File: config.mk
export PLATFORM = sky130hd
export DESIGN_NAME = fetch_seq
export DESIGN_NICKNAME = d
export VERILOG_FILES = /design/src/rtl/fetch_seq.sv
export SDC_FILE = /design/constraint.sdc
export NUM_CORES = 1
export LEC_CHECK = 0
export ABC_AREA = 1
export CAP_MARGIN = 20
export CORE_AREA = 2 2 149 151
export CTS_BUF_LIST = sky130_fd_sc_hd__clkbuf_8
export CTS_CLUSTER_DIAMETER = 150
export CTS_CLUSTER_SIZE = 40
export DETAILED_ROUTE_END_ITERATION = 6
export DIE_AREA = 0 0 151 153
export DONT_BUFFER_PORTS = 1
export GPL_ROUTABILITY_DRIVEN = 0
export PLACE_DENSITY = 0.39
export SLEW_MARGIN = 30
export SYNTH_ARGS = -nofsm -noshare
export SYNTH_HDL_FRONTEND = slang
export SYNTH_SLANG_ARGS = --single-unit
File: constraint.sdc
create_clock -name clk -period 1.9 [get_ports clk]
set_clock_uncertainty 0.15 [all_clocks]
set_input_delay 0 -clock clk [delete_from_list [all_inputs] [get_ports clk]]
set_output_delay 0 -clock clk [all_outputs]
set_load 0.05 [all_outputs]
File: src/rtl/fetch_seq.sv
// IF-stage fetch sequencer: owns the PC, fetches words from imem over req/ack, honours stall and EX redirects.
// Optional perf counters (fetch_cnt, stall_cnt, redir_cnt) are built when FETCH_PERF_CNT_EN is defined.
module fetch_seq #(
    parameter int                         DATA_WIDTH    = 32,
    parameter int                         ADDRESS_WIDTH = 32,
    parameter logic [ADDRESS_WIDTH-1:0]   RESET_VECTOR  = '0,
    parameter int                         CNT_WIDTH     = 32
) (
    input  logic                     clk,
    input  logic                     rst,
    input  logic                     stall_f,
    input  logic [1:0]               pc_src_e,
    input  logic [ADDRESS_WIDTH-1:0] pc_target_e,
    output logic                     imem_req,
    output logic [ADDRESS_WIDTH-1:0] imem_addr,
    input  logic                     imem_ack,
    input  logic [DATA_WIDTH-1:0]    imem_rdata,
    output logic [ADDRESS_WIDTH-1:0] pc,
    output logic [ADDRESS_WIDTH-1:0] pc_plus4,
    output logic [DATA_WIDTH-1:0]    instr,
    output logic                     instr_valid,
    output logic                     flush_d,
    output logic [1:0]               fsm_state
`ifdef FETCH_PERF_CNT_EN
    ,
    output logic [CNT_WIDTH-1:0]     fetch_cnt,
    output logic [CNT_WIDTH-1:0]     stall_cnt,
    output logic [CNT_WIDTH-1:0]     redir_cnt
`endif
);

    // imem handshake: a request is presented while imem_req=1 and completes in the
    // cycle imem_ack=1; imem_addr stays constant from the first req cycle until ack.
    typedef enum logic [1:0] {S_BOOT, S_REQ, S_WAIT, S_OUT} state_t;

    state_t                     state, state_n;
    logic [ADDRESS_WIDTH-1:0]   pc_n;
    logic [ADDRESS_WIDTH-1:0]   req_addr;
    logic [DATA_WIDTH-1:0]      instr_n;
    logic                       drop, drop_n;
    logic                       redirect;
    logic [ADDRESS_WIDTH-1:0]   redirect_pc;

    assign redirect    = (pc_src_e == 2'b01 || pc_src_e == 2'b10) && (state != S_BOOT);
    assign redirect_pc = (pc_src_e == 2'b01) ? (pc_target_e & ~ADDRESS_WIDTH'(3)) : RESET_VECTOR;

    assign pc_plus4    = pc + ADDRESS_WIDTH'(4);
    assign imem_req    = (state == S_REQ) || (state == S_WAIT);
    assign imem_addr   = (state == S_WAIT) ? req_addr : pc;
    assign instr_valid = (state == S_OUT);
    assign fsm_state   = state;

    always_comb begin
        state_n = state;
        pc_n    = pc;
        instr_n = instr;
        drop_n  = drop;
        case (state)
            S_BOOT: state_n = S_REQ;
            S_REQ, S_WAIT: begin
                if (imem_ack) begin
                    // A response owed to an abandoned PC is thrown away.
                    if (redirect || drop) begin
                        state_n = S_REQ;
                        drop_n  = 1'b0;
                    end else begin
                        instr_n = imem_rdata;
                        state_n = S_OUT;
                    end
                end else begin
                    state_n = S_WAIT;
                    if (redirect) drop_n = 1'b1;
                end
            end
            S_OUT: begin
                if (redirect) begin
                    state_n = S_REQ;
                end else if (!stall_f) begin
                    pc_n    = pc_plus4;
                    state_n = S_REQ;
                end
            end
            default: state_n = S_BOOT;
        endcase
        if (redirect) pc_n = redirect_pc;
    end

    always_ff @(posedge clk or negedge rst) begin
        if (!rst) begin
            state    <= S_BOOT;
            pc       <= RESET_VECTOR;
            req_addr <= RESET_VECTOR;
            instr    <= '0;
            drop     <= 1'b0;
            flush_d  <= 1'b0;
        end else begin
            state    <= state_n;
            pc       <= pc_n;
            instr    <= instr_n;
            drop     <= drop_n;
            flush_d  <= redirect;
            if (state == S_REQ) req_addr <= pc;
        end
    end

`ifdef FETCH_PERF_CNT_EN
    function automatic logic [CNT_WIDTH-1:0] sat_inc(input logic [CNT_WIDTH-1:0] v);
        return (&v) ? v : v + CNT_WIDTH'(1);
    endfunction

    always_ff @(posedge clk or negedge rst) begin
        if (!rst) begin
            fetch_cnt <= '0;
            stall_cnt <= '0;
            redir_cnt <= '0;
        end else begin
            if (instr_valid && !stall_f) fetch_cnt <= sat_inc(fetch_cnt);
            if ((state == S_WAIT) || (instr_valid && stall_f)) stall_cnt <= sat_inc(stall_cnt);
            if (redirect) redir_cnt <= sat_inc(redir_cnt);
        end
    end
`endif

endmodule
* Word level (Yosys, flattened, before mapping)
Index checks and enable logic that the tools add are counted.
W data, S select, Z words.
** Storage, ports and cells
- Bits in registers :: 100
- Input bits :: 70
- Output and inout port bits :: 133
- Word-level logic and storage cells :: 41
** Cells by class
- Add/sub/neg operators :: 1
- Eq/ne operators :: 8
- Multiplexer cells :: 13
- Bitwise gates (word level) :: 1
- Reduce and logical (&&, ||, !) cells :: 12
** Operator list (number)
- $mux W32 :: 5
- $add A32 B3 Y32 const B :: 1
- $mux W2 :: 4
- $eq A2 B2 Y1 const B :: 3
- $pmux W2 S3 :: 1
- $reduce_and A3 Y1 :: 2
- $reduce_bool A2 Y1 :: 3
- $eq A2 B1 Y1 const B :: 2
- $ne A2 B1 Y1 const B :: 2
- $logic_or A1 B1 Y1 :: 3
- $mux W1 :: 3
- $ne A3 B2 Y1 const B :: 1
- $logic_not A2 Y1 :: 1
- $reduce_and A2 Y1 :: 1
- $reduce_or A2 Y1 :: 1
- $logic_and A1 B1 Y1 :: 1
- $not A1 Y1 :: 1

* Logic depth before layout (Yosys ltp)
Gate-level depths: netlist of run 1.
- Depth in word-level cells :: 7
- Mapped depth :: 11
- Mapped depth without buffers :: 11

* Worst setup path after synthesis of run 1
OpenSTA, ideal clock, no wires.
- Path type :: register to register
- Start :: register pc[2]
- End :: register pc[11]
- Library setup time :: 0.078 ns
- Arrival :: 2.594 ns
- Data required time :: 1.672 ns
- Setup slack :: -0.921 ns
- Stages on the path, launching flop included :: 8
- Path buffers :: 0
- Period minus slack after synthesis :: 2.821 ns
- Cell sequence :: dfrtp_1 -> inv_1 -> nor2_4 -> nand2_4 -> nor2_4 -> xor2_1 -> nand2_1 -> a21oi_1
** Between the ends
- Word-level cells in the longest chain between the ends :: 4
** Ends and longest elaborated chain
- start, declared :: RTL line 18 : output logic [ADDRESS_WIDTH-1:0] pc,
- start signal, assigned :: RTL line 98 : pc <= pc_n;
- $add A32 B3 Y32 :: RTL line 47 : assign pc_plus4 = pc + ADDRESS_WIDTH'(4);
- net pc_plus4[11] :: RTL line 19 : output logic [ADDRESS_WIDTH-1:0] pc_plus4,
- $mux W32 :: RTL line 78 : end else if (!stall_f) begin
- $mux W32 :: RTL line 58 : case (state)
- $mux W32 :: RTL line 85 : if (redirect) pc_n = redirect_pc;
The timed path passes the listed nets, and every way through them passes these cells. The select of a mux whose other input is x is not followed.
A chain may end at the register's enable or synchronous reset.

* Worst setup path in the final report of run 1
- Start :: register pc[2]
- End :: output pc_plus4[27]
** Between the ends
- Word-level cells in the longest chain between the ends :: 1
** Ends and longest elaborated chain (RTL line)
- $add A32 B3 Y32 :: 47
- end, declared :: 19
Every way passes these cells.

==> metrics, run 1 <==
status complete, but fails checks; failing checks negative hold slack, negative setup slack; Post-Place Cell Area 7160 um2; drc violations 0; CP arrival 1.94 ns; Yosys cell types 27; type of origin of the critical path flip-flop; fin area 9050 um2; gr ovfl total 0; Die Y approximately 150 um; drt initial violations about 280; post-DR vias/cell approximately 4.5; # IOs 203; leading area contributor after synthesis dfrtp_1; clock sink total between 90 and 100; fin. max-slew vios 0; fin nets 933; Die ar. 23,100 um2; Setup-failing EPs final 22; P&R area growth vs syn 71.2%; clk_lat worst skew 0.39 ns; Final WS setup -0.188 ns; WL final 19.5 mm; multi-input logic area around 3400 um2; number of global-route vias before repair 5,166; DP Wirelength 13.2 mm; Post-Syn Instances roughly 670; Final ANT Viol Nets 0; CTS tree built; Filler cells 2,047; first-pass iteration count of the detailed router 4; RSZ-0062 raised after global routing true; effective utilization at floorplan 24.6%; Setup crit end kind primary output; register area 2420 um2; synthesized flop and latch total 96; number of cell rows 54; IO buf count 0; Worst-path clk slew between 0.1 and 0.15 ns; share of layout cells above drive strength 1 41.3%; H-tree levels 3; syn_area_per_cell 7.86 um2; WP data required 1.75 ns; vias 5,150; Max Fclk roughly 0.48 GHz; setup_tns -2.68 ns; routed len/inst 17.1 um; top cell type's share of synthesized area 45.4%; CTS buffer count 9; largest net degree at the start of global routing 97; CTS Root Cell clkbuf_8; Reg2Reg Setup Slack ~0.04 ns; main area contributors after synthesis dfrtp_1, nand2_1, mux2_2; Final period util 110%; number of hold-repair buffers added at the cts stage 66; CTS max path bufs 2; total of max-cap violations 0; fin crit period around 2.1 ns; Worst Hold Class in2async; critical path class reg2out; Total GRT Usage 16.2%; dpl cells roughly 1,000; Seq/Total Area, Yosys 45.4%; Fin. Hold Viols 96; hold_ws -0.863 ns; cell area after synthesis between 5000 and 6000 um2; initial antenna violation count 1; core outline area 21,500 um2; Yosys warning count 0; global-route wire length before repair 28.7 mm; die extent in x ~150 um; Critical Path Fanout Max 4; final core utilization 42.1%; fin cells 1,143
==> registers in the layout, indices dropped and copies added (netlist names) <==
| signal | flops |
|---|---|
| drop | 1 |
| flush_d | 1 |
| fsm_state | 2 |
| instr | 32 |
| pc | 30 |
| req_addr | 30 |
==> final cells by class <==
| type | instances | area share, % |
|---|---|---|
| Antenna cell | 1 | 0.0276 |
| Clock buffer | 9 | 1.37 |
| Clock inverter | 7 | 0.691 |
| Inverter | 65 | 2.81 |
| Multi-Input combinational cell | 478 | 37.4 |
| Sequential cell | 96 | 26.7 |
| Tap cell | 280 | 3.87 |
| Timing Repair Buffer | 207 | 27.1 |
==> critical path, stage by stage, from the launching register on <==
cell        delay (ns)
dfrtp_2           0.40
buf_6             0.11
clkinvlp_4        0.11
nor2_4            0.20
nand2_4           0.12
nor2_4            0.15
buf_12            0.13
nand2_2           0.05
nand2_2           0.06
and2_4            0.24
==> per-stage QoR <==
| stage | hold WS [ns] | worst slack, ns |
|---|---|---|
| 6_report | -0.863 | -0.188 |
| 5_1_grt | -0.899 | -0.275 |
| 4_1_cts | -0.884 | -0.174 |
| 3_5_place_dp | -0.442 | 0.0356 |
| 3_3_place_gp | -0.441 | 0.0692 |
| 2_1_floorplan | -0.446 | -0.364 |
==> layout by cell type (no fill, tap or decap), types with 32 or more instances in the layout <==
master           n
buf_4           61
nand2_1        116
nor2_1          74
inv_1           59
nand3_1         40
dfrtp_1         81
buf_12          36
dlygate4sd3_1   66
nand2_2         34
a21oi_1         43
mux2_2          32
==> cell usage after synthesis (all sizes together) <==
cell and count:
o211ai 1, mux2 32, clkbuf 23, ha 6, a31oi 8, nand2 167, xor2 13, and2 4
a21oi 52, conb 1, inv 65, nand3 51, dfrtp 96, o21ai 33, buf 16, o22ai 1
nand4 1, nor2 103
==> layer usage <==
metal,up-vias,share of wire (%),routed length (um),GRT usage (%)
li1,2491,-,-,-
met1,2479,41,8070,20.0
met2,162,50,9710,26.6
met3,18,7.3,1430,5.28
met4,0,1.5,298,5.03
met5,-,0,0,0
==> final timing paths <==
path | from | end | depth (start not counted)
setup reg to reg | pc[2] | pc[11] | 10
hold reg to reg | req_addr[19] | req_addr[19] | 2
min in group clk | imem_rdata[19] | instr[19] | 2
hold / removal | rst | pc[9] | 0
max in group asynchronous | rst | fsm_state[0] | 0
setup / recovery | pc[2] | pc_plus4[27] | 9
==> what timing repair did <==
item	CTS	global route
buffers inserted	19	16
hold endpoints to repair	162	96
gates cloned	1	5
resized for setup	69	86
endpoints found under the setup margin	44	78
pin swaps	6	28
==> logic make-up after synthesis <==
| group | synth area share, % |
|---|---|
| simple gates | 26.4 |
| mux | 6.82 |
| xor+xnor | 2.44 |
| buf+inv | 8.16 |
| flops | 45.4 |
| compound gates | 9.25 |
| other cells | 0.0709 |
| fa+ha+maj | 1.42 |
Power of run 1 is left out: the tool's default activity adds up to more than one toggle a clock period on the data nets, which glitch-free logic cannot reach.
==> run 2, diff against run 1 <==
--- a/config.mk
+++ b/config.mk
@@ -8,4 +8,6 @@
 export ABC_AREA = 1
 export CAP_MARGIN = 20
+export CELL_PAD_IN_SITES_DETAIL_PLACEMENT = 1
+export CELL_PAD_IN_SITES_GLOBAL_PLACEMENT = 1
 export CORE_AREA = 2 2 149 151
 export CTS_BUF_LIST = sky130_fd_sc_hd__clkbuf_8
@@ -16,5 +18,5 @@
 export DONT_BUFFER_PORTS = 1
 export GPL_ROUTABILITY_DRIVEN = 0
-export PLACE_DENSITY = 0.39
+export PLACE_DENSITY = 0.51
 export SLEW_MARGIN = 30
 export SYNTH_ARGS = -nofsm -noshare
--- a/constraint.sdc
+++ b/constraint.sdc
@@ -3,3 +3,3 @@
 set_input_delay 0 -clock clk [delete_from_list [all_inputs] [get_ports clk]]
 set_output_delay 0 -clock clk [all_outputs]
-set_load 0.05 [all_outputs]
+set_load 0.1 [all_outputs]
==> metrics, run 2 (synthesized netlist as in run 1, its figures left out) <==
met3 usage in global routing 4.66%; RSZ-0062 raised after global routing true; DP Wirelength approximately 15 mm; number of hold-repair buffers added at the cts stage 64; Most flops, register instr; routed len/inst 20.5 um; slowest CP cell dfrtp_4; CTS buffer count 9; fin. max-slew vios 0; die extent in x 151 um; first-pass iteration count of the detailed router 4; setup_tns -14.21 ns; Total GRT Usage 20.7%; # IOs 203; Die Y roughly 150 um; core outline area 21,500 um2; hold_ws -0.861 ns; Max Fclk 0.435 GHz; failing checks negative hold slack, negative setup slack; most common cell after layout, fill and taps aside buf_4; drc violations 0; drt initial violations 207; gr ovfl total 0; Critical Path Fanout Max 5; M2 GR Usage 35.6%; Final ANT Viol Nets 0; Final WS setup -0.400 ns; global-route wire length before repair 36.4 mm; Antenna diodes 0; largest net degree at the start of global routing 97; Worst Hold Class in2async; vias 5,822; IO buf count 0; Fin. Hold Viols 96; share of layout cells above drive strength 1 roughly three fifths; dpl cells approximately 1,100; status complete, but fails checks; clk_lat worst skew 0.39 ns; top flop regs instr: 32 flops, pc: 30 flops, req_addr: 30 flops; final core utilization ~52%; total of max-cap violations 0; effective utilization at floorplan 24.6%; Worst-path clk slew 0.11 ns; WL final approximately 25 mm; P&R area growth vs syn 111%; commonest non-fill, non-tap cells in the layout buf_4, nand2_1, buf_12, dfrtp_1, dlygate4sd3_1; GR Util met1 25.2%; Die ar. 23,100 um2; number of cell rows 54; Final period util 121%; WP data required 1.75 ns; max reg flops 32; H-tree levels 3; crit path cell chain buf_6 > clkinvlp_4 > nor2_4 > nand2_4 > nor2_4 > buf_12 > xor2_4 > buf_12; number of global-route vias before repair between 6,000 and 7,000; CTS tree built; post-DR vias/cell 4.70; fin nets between 1,000 and 1,500; CTS max path bufs 2; Largest stage delay, worst path 0.43 ns; clock sink total 96; initial antenna violation count 0; critical path class reg2out; fin crit period 2.30 ns; CP arrival 2.15 ns; CTS Root Cell clkbuf_8; Setup crit end kind primary output; busiest metal layer after global routing met2; type of origin of the critical path flip-flop; Setup-failing EPs final 110; fin cells around 1,200
## run 2: final timing paths
| check | depth (start not counted) | from | end | slack, ns |
|---|---|---|---|---|
| setup / recovery | 8 | pc[2] | pc_plus4[11] | -0.40 |
| min in group clk | 5 | pc_src_e[0] | flush_d | 0.12 |
| setup reg to reg | 13 | pc[2] | pc[27] | -0.31 |
| hold reg to reg | 1 | instr[29] | instr[29] | 0.37 |
| hold / removal | 0 | rst | req_addr[3] | -0.86 |
| max in group asynchronous | 0 | rst | pc[18] | 2.22 |
## run 2: routing by layer
layer  part of all wire (%)  wire length, um
met4                    2.5              642
met1                     40            10100
met2                     52            13200
met3                    5.8             1470
met5                      0                0
## run 2: critical path: cells and delay by family, from the launching register on
family	cells	cell delay [ns]
XOR/XNOR	1	0.21
buffers and inverters	4	0.54
flip-flops	1	0.43
AND/OR/NAND/NOR	3	0.57
## run 2: stage by stage
stage	cell area [um2]	setup slack, ns
6_report	11200	-0.400
4_1_cts	10500	-0.315
5_1_grt	11200	-0.486
3_5_place_dp	8070	-0.175
3_3_place_gp	8070	-0.141
2_1_floorplan	6300	-0.987
## run 2: cell type report
type	count	area [um2]
Fill cell	2270	10300
Multi-Input combinational cell	481	4070
Timing Repair Buffer	301	3800
Sequential cell	96	2450
Tap cell	280	350
Inverter	65	267
Clock buffer	10	138
Clock inverter	6	91.3
## run 2: what timing repair did
| action | CTS | global route |
|---|---|---|
| buffers inserted | 46 | 22 |
| gates resized for setup | 238 | 115 |
| hold endpoints to repair | 161 | 96 |
| gates cloned | 13 | 7 |
| setup endpoints to repair | 99 | 141 |
| pin swaps | 47 | 37 |
Power of run 2 is left out for the same reason.
==> run 3, diff against run 2 <==
- GPL_ROUTABILITY_DRIVEN: 0 -> not set
- PLACE_DENSITY: 0.51 -> 0.49
- clock period: 1.9 -> 3 ns (I/O delays scaled with it)
==> metrics, run 3 (synthesized netlist as in run 1, its figures left out) <==
status complete, no violations; DP Wirelength 14.1 mm; clk_lat worst skew 0.38 ns; CP arrival a little under 3 ns; Worst Hold Class in2async; critical path class in2reg; core outline area about 21,000 um2; vias 4,973; largest net degree at the start of global routing 97; Top Layer Used met5; fin crit period 2.83 ns; fin nets 897; total of max-cap violations 0; gr ovfl total 0; die extent in x 151 um; routed len/inst 17.1 um; first-pass iteration count of the detailed router 4; top flop regs instr: 32 flops, pc: 30 flops, req_addr: 30 flops; global-route wire length before repair 29.4 mm; commonest non-fill, non-tap cells in the layout nand2_1, nor2_1, dfrtp_1, buf_4, dlygate4sd3_1; type of origin of the critical path input port; Fin. Hold Viols 0; number of global-route vias before repair 5,308; register area 2410 um2; Slew @ Worst Pin 0.975 ns; slowest CP cell dlygate4sd3_1; # Post-CTS Setup Buffers 0; Die ar. around 23,000 um2; Worst-path clk slew roughly 0.10 ns; Final period util 94.2%; Reg2Reg Setup Slack 0.45 ns; drt initial violations 138; Post-Place Cell Area 6730 um2; fin. max-slew vios 0; Max Fclk 0.354 GHz; final core utilization 35.7%; Setup-failing EPs final 0; max reg flops 32; IO buf count 0; worst setup path endpoint pc[17]; initial antenna violation count 2; CTS max path bufs 2; RR Endpoint pc[17]; GP Congestion 0.783; Most flops, register instr; WL final 19.0 mm; Rel. slew slack approximately a third; clock sink total 96; setup_tns 0 ns; Critical Path Fanout Max slightly above 40; CTS buffer count 9; Filler cells 2,512; Stages on worst setup path 10; CP top delay family buffers and inverters; number of cell rows 54; crit path buf inv count 5; most common cell after layout, fill and taps aside nand2_1; share of layout cells above drive strength 1 approximately 27%; fin area 7660 um2; WL met2 ~8.9 mm; DR WL met3 1.45 mm; hold_ws 0.0477 ns; Reg2Reg Depth 9; P&R area growth vs syn 44.9%; crit path launch pc_src_e[0]; RSZ-0062 raised after global routing false; effective utilization at floorplan 24.6%; CTS tree built; crit path cell chain dlygate4sd3_1 > ha_1 > dlygate4sd3_1 > nor2_2 > a21oi_1 > clkinvlp_4 > buf_12 > nand2_1 > inv_1 > a21oi_1; post-DR vias/cell ~4.5; Final ANT Viol Nets 0; H-tree levels 3; Largest stage delay, worst path 0.57 ns; Total GRT Usage 16.6%; Die Y 153 um; Setup crit end kind flip-flop; drc violations 0; WP data required 3.16 ns; M1 WL 8.28 mm; multi-input logic area 2810 um2; CTS Root Cell clkbuf_8; # IOs 203; reg2reg start fsm_state[0]
[run 3: cell count changes in the layout (fill, tap and decap cells not counted), sizes merged]
| cell | before | now |
|---|---|---|
| buf | 232 | 103 |
| clkbuf | 15 | 9 |
| dlygate4sd3 | 64 | 68 |
| nand2 | 170 | 167 |
| clkinv | 4 | 3 |
| clkinvlp | 2 | 3 |
| diode | 0 | 1 |
| inv | 63 | 64 |
[run 3: layout make-up]
| type | count | area share, % |
|---|---|---|
| Sequential cell | 96 | 31.4 |
| Clock inverter | 7 | 1.24 |
| Clock buffer | 9 | 1.62 |
| Inverter | 65 | 3.31 |
| Antenna cell | 1 | 0.0327 |
| Timing Repair Buffer | 171 | 21.2 |
| Multi-Input combinational cell | 478 | 36.6 |
| Tap cell | 280 | 4.57 |
[run 3: worst reg2reg max path, cell delays in order (launching register included)]
cell and delay, ns:
dfrtp_1 0.43, inv_1 0.14, ha_2 0.19, nor2_2 0.07, a21oi_1 0.43, clkinvlp_4 0.48
buf_12 0.30, nand2_1 0.11, inv_1 0.04, a21oi_1 0.12
[run 3: per-layer routing]
metal	vias to the layer above	GRT usage [%]
met1	2372	21.0
li1	2418	-
met4	2	5.07
met2	161	27.2
met3	20	4.90
met5	-	0
[run 3: worst min-delay path by stage]
stage | from | end
2_1_floorplan | rst | drop
3_3_place_gp | rst | req_addr[2]
3_5_place_dp | rst | req_addr[2]
4_1_cts | rst | req_addr[27]
5_1_grt | rst | req_addr[3]
6_report | rst | req_addr[3]
[run 3: through the flow]
stage                     cells  setup slack [ns]
after floorplan             678            -0.206
final                      1107             0.175
after global placement     1021             0.507
after global routing       1107           0.00548
after detailed placement   1021             0.413
after CTS                  1106             0.130
[run 3: repair_timing]
item,in CTS,in global routing
resized for setup,0,3
hold buffers,69,0
hold endpoints to repair,162,0
endpoints found under the setup margin,0,21
Power of run 3 is left out for the same reason.
